===== src/rtl/gelato_fetch_pkg.sv =====
// Shared types and default sizing for the GELATO multi-warp fetch scheduler.
package gelato_fetch_pkg;

  localparam int DEF_NUM_WARPS       = 8;
  localparam int DEF_PC_WIDTH        = 32;
  localparam int DEF_IBUF_DEPTH      = 4;
  localparam int DEF_MAX_OUTSTANDING = 2;

  typedef logic [$clog2(DEF_NUM_WARPS)-1:0] warp_id_t;
  typedef logic [DEF_PC_WIDTH-1:0]          pc_t;

  typedef enum logic {
    FETCH_IDLE = 1'b0,
    FETCH_HOLD = 1'b1
  } fetch_state_t;

endpackage


===== src/rtl/gelato_rr_arbiter.sv =====
// Round-robin picker: first requester at or after ptr, wrapping modulo N.
module gelato_rr_arbiter #(
  parameter int N = 8
) (
  input  logic [N-1:0]         req,
  input  logic [$clog2(N)-1:0] ptr,
  output logic                 grant_valid,
  output logic [$clog2(N)-1:0] grant_id
);

  localparam int ID_W = $clog2(N);

  logic [ID_W-1:0] idx_s;

  // Walk offsets from farthest to nearest so the nearest requester is written last.
  always_comb begin
    grant_valid = 1'b0;
    grant_id    = {ID_W{1'b0}};
    idx_s       = {ID_W{1'b0}};
    for (int i = N - 1; i >= 0; i--) begin
      idx_s = ptr + i[ID_W-1:0];
      if (req[idx_s]) begin
        grant_valid = 1'b1;
        grant_id    = idx_s;
      end else begin
        grant_valid = grant_valid;
      end
    end
  end

endmodule


===== src/rtl/gelato_multi_fetch_scheduler.sv =====
// Credit- and outstanding-limited round-robin fetch scheduler with a
// registered valid/ready request port.
module gelato_multi_fetch_scheduler
  import gelato_fetch_pkg::*;
#(
  parameter int NUM_WARPS       = DEF_NUM_WARPS,
  parameter int PC_WIDTH        = DEF_PC_WIDTH,
  parameter int IBUF_DEPTH      = DEF_IBUF_DEPTH,
  parameter int MAX_OUTSTANDING = DEF_MAX_OUTSTANDING
) (
  input  logic                          clk,
  input  logic                          rst,
  input  logic                          rdy,
  input  logic [NUM_WARPS-1:0]          warp_active,
  input  logic [NUM_WARPS*PC_WIDTH-1:0] warp_pc,
  output logic                          fetch_valid,
  input  logic                          fetch_ready,
  output logic [$clog2(NUM_WARPS)-1:0]  fetch_warp_id,
  output logic [PC_WIDTH-1:0]           fetch_pc,
  input  logic                          resp_valid,
  input  logic [$clog2(NUM_WARPS)-1:0]  resp_warp_id,
  input  logic                          pop_valid,
  input  logic [$clog2(NUM_WARPS)-1:0]  pop_warp_id,
  input  logic                          flush_valid,
  input  logic [$clog2(NUM_WARPS)-1:0]  flush_warp_id
);

  localparam int ID_W = $clog2(NUM_WARPS);
  localparam int CR_W = $clog2(IBUF_DEPTH + 1);
  localparam int OS_W = $clog2(MAX_OUTSTANDING + 1);
  localparam logic [CR_W-1:0] CREDIT_FULL = CR_W'(IBUF_DEPTH);
  localparam logic [OS_W-1:0] OS_LIMIT    = OS_W'(MAX_OUTSTANDING);

  fetch_state_t           state_r;
  logic [CR_W-1:0]        credit_r [NUM_WARPS];
  logic [CR_W-1:0]        credit_s [NUM_WARPS];
  logic [NUM_WARPS-1:0]   pending_r, pending_hs_s, pending_s, eligible_s;
  logic [NUM_WARPS-1:0]   hs_vec_s, pop_vec_s, flush_vec_s;
  logic [OS_W-1:0]        outstanding_r, outstanding_s;
  logic [ID_W-1:0]        rr_ptr_r, arb_ptr_s, grant_id_s;
  logic                   grant_valid_s, hs_s, resp_ok_s, drop_s;
  logic [PC_WIDTH-1:0]    grant_pc_s;

  // Post-update counters; eligibility is judged on them so a handshake can chain into the next grant.
  always_comb begin
    hs_s        = fetch_valid & fetch_ready;
    resp_ok_s   = resp_valid & pending_r[resp_warp_id];
    hs_vec_s    = hs_s ? (NUM_WARPS'(1) << fetch_warp_id) : {NUM_WARPS{1'b0}};
    pop_vec_s   = pop_valid ? (NUM_WARPS'(1) << pop_warp_id) : {NUM_WARPS{1'b0}};
    flush_vec_s = flush_valid ? (NUM_WARPS'(1) << flush_warp_id) : {NUM_WARPS{1'b0}};
    drop_s      = flush_valid & fetch_valid & ~hs_s & (flush_warp_id == fetch_warp_id);
    pending_hs_s = pending_r | hs_vec_s;
    pending_s    = pending_hs_s;
    if (resp_ok_s) begin
      pending_s[resp_warp_id] = 1'b0;
    end else begin
      pending_s = pending_hs_s;
    end
    outstanding_s = outstanding_r + OS_W'(hs_s) - OS_W'(resp_ok_s);
    for (int w = 0; w < NUM_WARPS; w++) begin
      credit_s[w] = credit_r[w];
      if (flush_vec_s[w]) begin
        credit_s[w] = CREDIT_FULL - CR_W'(pending_hs_s[w]);
      end else if (hs_vec_s[w] && !pop_vec_s[w]) begin
        credit_s[w] = credit_r[w] - CR_W'(1);
      end else if (pop_vec_s[w] && !hs_vec_s[w] && (credit_r[w] != CREDIT_FULL)) begin
        credit_s[w] = credit_r[w] + CR_W'(1);
      end else begin
        credit_s[w] = credit_r[w];
      end
      eligible_s[w] = warp_active[w] & ~pending_s[w] & (credit_s[w] != {CR_W{1'b0}})
                      & (outstanding_s < OS_LIMIT);
    end
    if (hs_s) begin
      arb_ptr_s = fetch_warp_id + ID_W'(1);
    end else begin
      arb_ptr_s = rr_ptr_r;
    end
    grant_pc_s = warp_pc[grant_id_s*PC_WIDTH +: PC_WIDTH];
  end

  gelato_rr_arbiter #(.N(NUM_WARPS)) u_arb (
    .req         (eligible_s),
    .ptr         (arb_ptr_s),
    .grant_valid (grant_valid_s),
    .grant_id    (grant_id_s)
  );

  // Per-warp credit/pending bookkeeping and the global outstanding count.
  always_ff @(posedge clk) begin
    if (rst) begin
      for (int w = 0; w < NUM_WARPS; w++) begin
        credit_r[w] <= CREDIT_FULL;
      end
      pending_r     <= {NUM_WARPS{1'b0}};
      outstanding_r <= {OS_W{1'b0}};
      rr_ptr_r      <= {ID_W{1'b0}};
    end else if (rdy) begin
      credit_r      <= credit_s;
      pending_r     <= pending_s;
      outstanding_r <= outstanding_s;
      if (hs_s) begin
        rr_ptr_r <= fetch_warp_id + ID_W'(1);
      end else begin
        rr_ptr_r <= rr_ptr_r;
      end
    end else begin
      pending_r <= pending_r;
    end
  end

  // Request FSM; HOLD keeps id/pc frozen until handshake or a flush of the held warp.
  always_ff @(posedge clk) begin
    if (rst) begin
      state_r       <= FETCH_IDLE;
      fetch_valid   <= 1'b0;
      fetch_warp_id <= {ID_W{1'b0}};
      fetch_pc      <= {PC_WIDTH{1'b0}};
    end else if (rdy) begin
      case (state_r)
        FETCH_IDLE: begin
          if (grant_valid_s) begin
            state_r       <= FETCH_HOLD;
            fetch_valid   <= 1'b1;
            fetch_warp_id <= grant_id_s;
            fetch_pc      <= grant_pc_s;
          end else begin
            state_r <= FETCH_IDLE;
          end
        end
        FETCH_HOLD: begin
          if (hs_s && grant_valid_s) begin
            fetch_warp_id <= grant_id_s;
            fetch_pc      <= grant_pc_s;
          end else if (hs_s || drop_s) begin
            state_r     <= FETCH_IDLE;
            fetch_valid <= 1'b0;
          end else begin
            state_r <= FETCH_HOLD;
          end
        end
        default: begin
          state_r     <= FETCH_IDLE;
          fetch_valid <= 1'b0;
        end
      endcase
    end else begin
      state_r <= state_r;
    end
  end

endmodule


===== config.mk =====
export PLATFORM = sky130hd
export DESIGN_NAME = gelato_multi_fetch_scheduler
export DESIGN_NICKNAME = d
export VERILOG_FILES = /design/src/rtl/gelato_fetch_pkg.sv /design/src/rtl/gelato_rr_arbiter.sv /design/src/rtl/gelato_multi_fetch_scheduler.sv
export SDC_FILE = /design/constraint.sdc
export NUM_CORES = 1
export LEC_CHECK = 0
export BUFFER_PORTS_ARGS = -buffer_cell sky130_fd_sc_hd__buf_4
export CORE_ASPECT_RATIO = 1.4
export CORE_UTILIZATION = 45
export DETAILED_ROUTE_END_ITERATION = 6
export GPL_TIMING_DRIVEN = 0
export PLACE_DENSITY = 0.76
export SETUP_SLACK_MARGIN = 0.05
export SLEW_MARGIN = 5
export SYNTH_ARGS = -nofsm -noshare
export SYNTH_HDL_FRONTEND = slang
export SYNTH_SLANG_ARGS = --single-unit
export TNS_END_PERCENT = 5

===== constraint.sdc =====
create_clock -name clk -period 5.9 [get_ports clk]
set_input_delay 1.18 -clock clk [delete_from_list [all_inputs] [get_ports clk]]
set_output_delay 1.18 -clock clk [all_outputs]
set_load 0.02 [all_outputs]

# Word-level counts from Yosys, hierarchy flattened
# Index checks and enable logic that the tools add are counted.
# word_totals
reg_bits	74
inputBits	280
out_inout_bits	36
elab_cells	251
# op_classes
n_addsub	34
n_lt_le_gt_ge	11
n_eq_ne	13
shift	4
n_mux	79
bitwise	42
reduce_logical	53
# op_table
op	n
$shiftx A256 B9 Y32	1
$mux W3	35
$mux W32	2
$pmux W32 S2	1
$lt A3 B4 Y1 const B	9
$mux W8	4
$add A3 B1 Y3 const B	10
$and A1 B1 Y1	29
$bmux W1 S3	9
$logic_and A1 B1 Y1	26
$mux W1	24
$ne A3 B3 Y1 const B	8
$reduce_bool A3 Y1	8
$shl A1 B3 Y8 const A	3
$sub A3 B1 Y3 const A	8
$sub A3 B1 Y3 const B	8
$logic_not A1 Y1	16
$add A3 B3 Y3 const B	4
$not A1 Y1	10
$and A8 B8 Y8	1
$not A8 Y8	1
$or A8 B8 Y8	1
$add A3 B2 Y3 const B	2
$pmux W3 S2	1
other kinds (12)	15

# Longest topological paths before layout
# logic_depth
word_depth	24
ltp_mapped	27
ltp_nobuf	22

# By module
# From an unflattened synthesis, not the netlist that was laid out.
# unflattened
cells_unflattened	821
area_unflattened_um2	7656.1
# by_module_without_submodules
mod	instances	cells_each	area_each_um2	seq_area_each_um2
gelato_multi_fetch_scheduler	1	741	6850.3	1481.4
gelato_rr_arbiter	1	80	805.8	0.0

# Worst setup path before layout
# Ideal clock, no wire load.
# synth_timing
path_kind	input-to-reg
from	input port resp_warp_id[2]
to	register fetch_pc[27]
setup_ps	75
t_arrival_ps	5576
required_time_ps	5825
path_slack_ps	249
path_stages	22
path_buffers	3
path_cell_list	clkbuf_1 -> inv_1 -> nand2_1 -> a21oi_1 -> o31ai_1 -> a21boi_0 -> ha_1 -> inv_1 -> ha_1 -> xor2_1 -> xnor2_1 -> nand2_1 -> or3_1 -> and2_1 -> mux4_2 -> nand3_1 -> a32oi_1 -> nor3_2 -> buf_2 -> buf_2 -> mux2_2 -> o211ai_2
# synth_via
elab_chain_len	24
elab_cells_between_ends	85
classes_between	1 x add/sub; 3 x order compare; 2 x eq/ne; 1 x shift; 40 x mux; 35 x bitwise; 3 x reduce/logical
# synth_rtl
element	line_no	rtl
start, declared	gelato_multi_fetch_scheduler.sv:21	input logic [$clog2(NUM_WARPS)-1:0] resp_warp_id,
$lt A3 B4 Y1 (implied by the code) or $ge A3 B1 Y1 (tied branches)	gelato_multi_fetch_scheduler.sv:55	pending_s[resp_warp_id] = 1'b0;
$logic_and A1 B1 Y1 (implied by the code)	gelato_multi_fetch_scheduler.sv:55	
$mux W1 (implied by the code)	gelato_multi_fetch_scheduler.sv:55	
$demux W1 S3	gelato_multi_fetch_scheduler.sv:55	
$not A8 Y8 (no source line)	--	
$and A8 B8 Y8 (no source line)	--	
$mux W8	gelato_multi_fetch_scheduler.sv:54	if (resp_ok_s) begin
$not A1 Y1	gelato_multi_fetch_scheduler.sv:71	eligible_s[w] = warp_active[w] & ~pending_s[w] & (credit_s[w] != {CR_W{1'b0}})
$and A1 B1 Y1 (2 in series)	gelato_multi_fetch_scheduler.sv:71	
$and A1 B1 Y1	gelato_multi_fetch_scheduler.sv:72	& (outstanding_s < OS_LIMIT);
$bmux W1 S3	gelato_rr_arbiter.sv:22	if (req[idx_s]) begin
$mux W1 (implied by the code)	gelato_rr_arbiter.sv:22	
$mux W3 or $mux W1 (tied branches) (8 in series)	gelato_rr_arbiter.sv:22	
$shiftx A256 B9 Y32 or $logic_and A1 B1 Y1 (tied branches)	gelato_multi_fetch_scheduler.sv:79, gelato_multi_fetch_scheduler.sv:132	
$mux W32, or another cell as far along	gelato_multi_fetch_scheduler.sv:132	if (hs_s && grant_valid_s) begin
$pmux W32 S2 or $reduce_and A3 Y1 (tied branches)	--	
end signal, assigned	gelato_multi_fetch_scheduler.sv:118	fetch_pc <= {PC_WIDTH{1'b0}};
end signal, assigned	gelato_multi_fetch_scheduler.sv:126	fetch_pc <= grant_pc_s;
end signal, assigned	gelato_multi_fetch_scheduler.sv:134	fetch_pc <= grant_pc_s;
end, declared	gelato_multi_fetch_scheduler.sv:19	output logic [PC_WIDTH-1:0] fetch_pc,
# Parallel ways exist; a longest one is shown, timed or not. The select of a mux whose other input is x is not followed.
# A chain may end at the register's enable or synchronous reset.

# Worst setup path after layout
# layout_timing
from	input port resp_warp_id[2]
to	register fetch_pc[8]
# The elaborated chain is that of the path after synthesis.

==> results.md <==
- Critical path arrival: between 6000 and 7000 ps
- Worst-Skew Late Latency: 350 ps
- Clk buf depth: 2
- Crit path largest cell delay: between 500 and 600 ps
- GRT Residual Overflow: 0
- First DRT Iteration DRCs: 783
- Die W: roughly 120 um
- Pre-Repair DR Iteration Count: 5
- Flop pwr share: between 10% and 20%
- Maximum vdd drop: approximately 0.3 mV
- Cells after Synth: between 1000 and 1500
- Buffers on Ports: between 300 and 400
- Final setup vio count: 0
- Cell Area, Synth: 8780 sq um
- Min Tclk post-route: approximately 5800 ps
- Initial antenna violation count: 2
- ANT nets after route: 0
- Worst-path fanout max: 10
- CTS Buf Count: 9
- Worst rel slew slack: between 40% and 50%
- Fmax: between 150 and 200 MHz
- Design Area, Final: between 10000 and 15000 sq um
- Die area: about 20000 sq um
- Slowest-stage cell, CP: mux4_2
- Gr usage total: a little over a third
- Sw Ratio: about 45%
- Hpwl dp: between 30000 and 40000 um
- Synth cell types: 91
- Vias in the first global route: roughly 10000
- Hold Crit Class: reg -> reg
- Req. time, crit path: between 6000 and 7000 ps
- Std cell rows: 60
- Synth Flop Type: dfxtp_1
- Power share of the clock group: between 15 and 20%
- WL final: between 30000 and 40000 um
- Pwr dens: about 360 nW/um^2
- Chip Height: about 170 um
- Mean post-synth cell area: slightly below 8 sq um
- I/O Pins: between 300 and 400
- Synth Warn #: 0
- Gate power share: 68.6%
- Wirelength per Cell: approximately 22 um
- Power Total: 4.368 mW
- FILL cells: 1760
- Nets@finish: approximately 1800
- Max-cap violations: 0
- Worst-margin pin slew: a little over 800 ps
- Switching Power: between 1.5 and 2 mW
- CTS tree: done
- H-tree depth: 3
- RSZ-0062 raised after global routing: yes
- Post-synthesis sequential area ratio: ~17%
- Clock tree root buffer cell: clkbuf_16
- Post-synth EDFFs: 0
- Share of layout cells above drive strength 1: between 30% and 40%
- First-pass GRT wire length: between 50000 and 60000 um
- Detailed-route via count: 10710
- Vias per cell: approximately 6.2
- Fin. max-slew vios: 0
- Leakage power: 5.656 nW
- CTS sink count: 74
- Layout area overhead: 39.16%
- Syn nets: ~1500
- Gpl congestion: between 0.9 and 1
- Largest net degree at the start of global routing: 13
- CP startpoint kind: primary input
- Clock-pin slew on the worst setup and hold paths: roughly 60 ps
- Initial Utilization: between 40% and 50%
- Post-Route Hold Slack: about 470 ps
- Status: finished, final reports clean
- Max Clock Skew: ~6.3 ps
- CP endpoint kind: flop
- DRC Markers: 0
- WS Path Type: in -> reg
- Core area: 19140 sq um
- Period Utilization, post-route: between 90% and 100%
- FFs w/ async S/R, synth: 0%
- #FFs+latches synth: 74
- Internal: around 2.4 mW
- Final Hold Fails: 0
- Dpl cell area: ~11000 sq um
- Fin util: between 60% and 70%
==> per-stage QoR <==
| stage | cells | setup TNS [ps] | setup WS, ps |
|---|---|---|---|
| CTS | 1711 | -8.194 | -4.924 |
| floorplan | 1135 | 0 | 248.5 |
| global route | 1718 | -239.7 | -32.75 |
| global placement | 1693 | -40700 | -1300 |
| finish | 1725 | 0 | 87.56 |
| detailed placement | 1693 | -42110 | -1369 |
==> critical path: cells and delay by family <==
family,cells,cell delay [ps]
simple gates,8,1450
buf+inv,6,850
compound gates,5,670
fa+ha+maj,2,480
xor+xnor,2,520
mux,2,850
==> area by class of cell <==
cell class | count | area [sq um] | share of cell area, %
plain buffers | 80 | 505.5 | 4.137
clock inverters | 4 | 98.84 | 0.8090
clock buffers | 12 | 246.5 | 2.017
well taps | 248 | 310.3 | 2.540
repair buffers | 320 | 2402 | 19.66
inverters | 31 | 118.9 | 0.9729
diodes | 7 | 17.52 | 0.1434
multi-input cells | 949 | 7037 | 57.59
flip-flops and latches | 74 | 1481 | 12.12
==> per-layer routing <==
| layer | vias up | share of wire, % | global-route usage (%) |
|---|---|---|---|
| met5 | - | 0 | 0 |
| met2 | 581 | 49 | 63.87 |
| met3 | 130 | 9.4 | 7.459 |
| met4 | 0 | 5.6 | 20.82 |
| met1 | 5076 | 36 | 40.31 |
| li1 | 4919 | - | - |
==> path summary, 6_finish.rpt <==
kind	startpoint	end	slack, ps	cells past startpoint
hold reg to reg	fetch_pc[15]$_SDFFE_PP0P_	fetch_pc[15]$_SDFFE_PP0P_	470	2
setup / recovery	resp_warp_id[2]	fetch_pc[8]$_SDFFE_PP0P_	90	25
hold / removal	fetch_pc[15]$_SDFFE_PP0P_	fetch_pc[15]$_SDFFE_PP0P_	470	2
setup reg to reg	fetch_valid$_SDFFE_PP0P_	fetch_pc[30]$_SDFFE_PP0P_	610	20
==> power groups by stage <==
stage	Combinational [mW]	Clock, mW	Sequential (mW)
final	3.00	0.675	0.695
after global routing	3.17	0.689	0.706
after CTS	2.88	0.671	0.691
after detailed placement	2.79	0	0.699
after global placement	2.76	0	0.699
after floorplan	1.83	0	0.803
==> placed cells by master, fill, tap and decap left out, drive strengths merged, types with 11 or more instances in the layout <==
master  instances
inv            29
and3           18
ha             35
nor2           74
nand4          12
buf           357
nor3           34
nand3          56
mux2i         125
o211ai         46
nand2         158
o21ai          50
mux2           32
clkbuf         55
a21oi          67
a311oi         11
dfxtp          74
a211oi         28
o21a           11
==> state kept, by name, indices dropped and copies added, names as in the netlist <==
register       cells
fetch_pc          32
credit_r          24
pending_r          8
fetch_warp_id      3
rr_ptr_r           3
outstanding_r      2
fetch_valid        1
state_r            1
==> cell usage after synthesis (all sizes together), types with 34 or more instances <==
cell	instances	area, sq um
nand2	158	595.6
mux2i	125	1264
dfxtp	74	1481
nor2	74	277.8
a21oi	67	339.1
nand3	56	280.3
o21ai	50	250.2
o211ai	46	485.5
clkbuf	44	172.7
buf	37	277.8
ha	35	437.9
nor3	34	186.4
==> timing repair <==
| action | in CTS | in global routing |
|---|---|---|
| endpoints found under the setup margin | 35 | 33 |
| pin swaps | 3 | 10 |
| setup buffers | 3 | 7 |
| gates cloned | 0 | 0 |
| gates resized for setup | 46 | 55 |
| hold buffers | 0 | 0 |
==> cell families after synthesis <==
kind of cell	after synthesis	share of synthesized area (%)
compound gates	305	25.60
mux	160	19.69
flops	74	16.87
buf+inv	112	6.456
simple gates	439	25.40
fa+ha+maj	35	4.988
xor+xnor	10	0.9975
No activity file was read; power rests on OpenSTA's default activity.
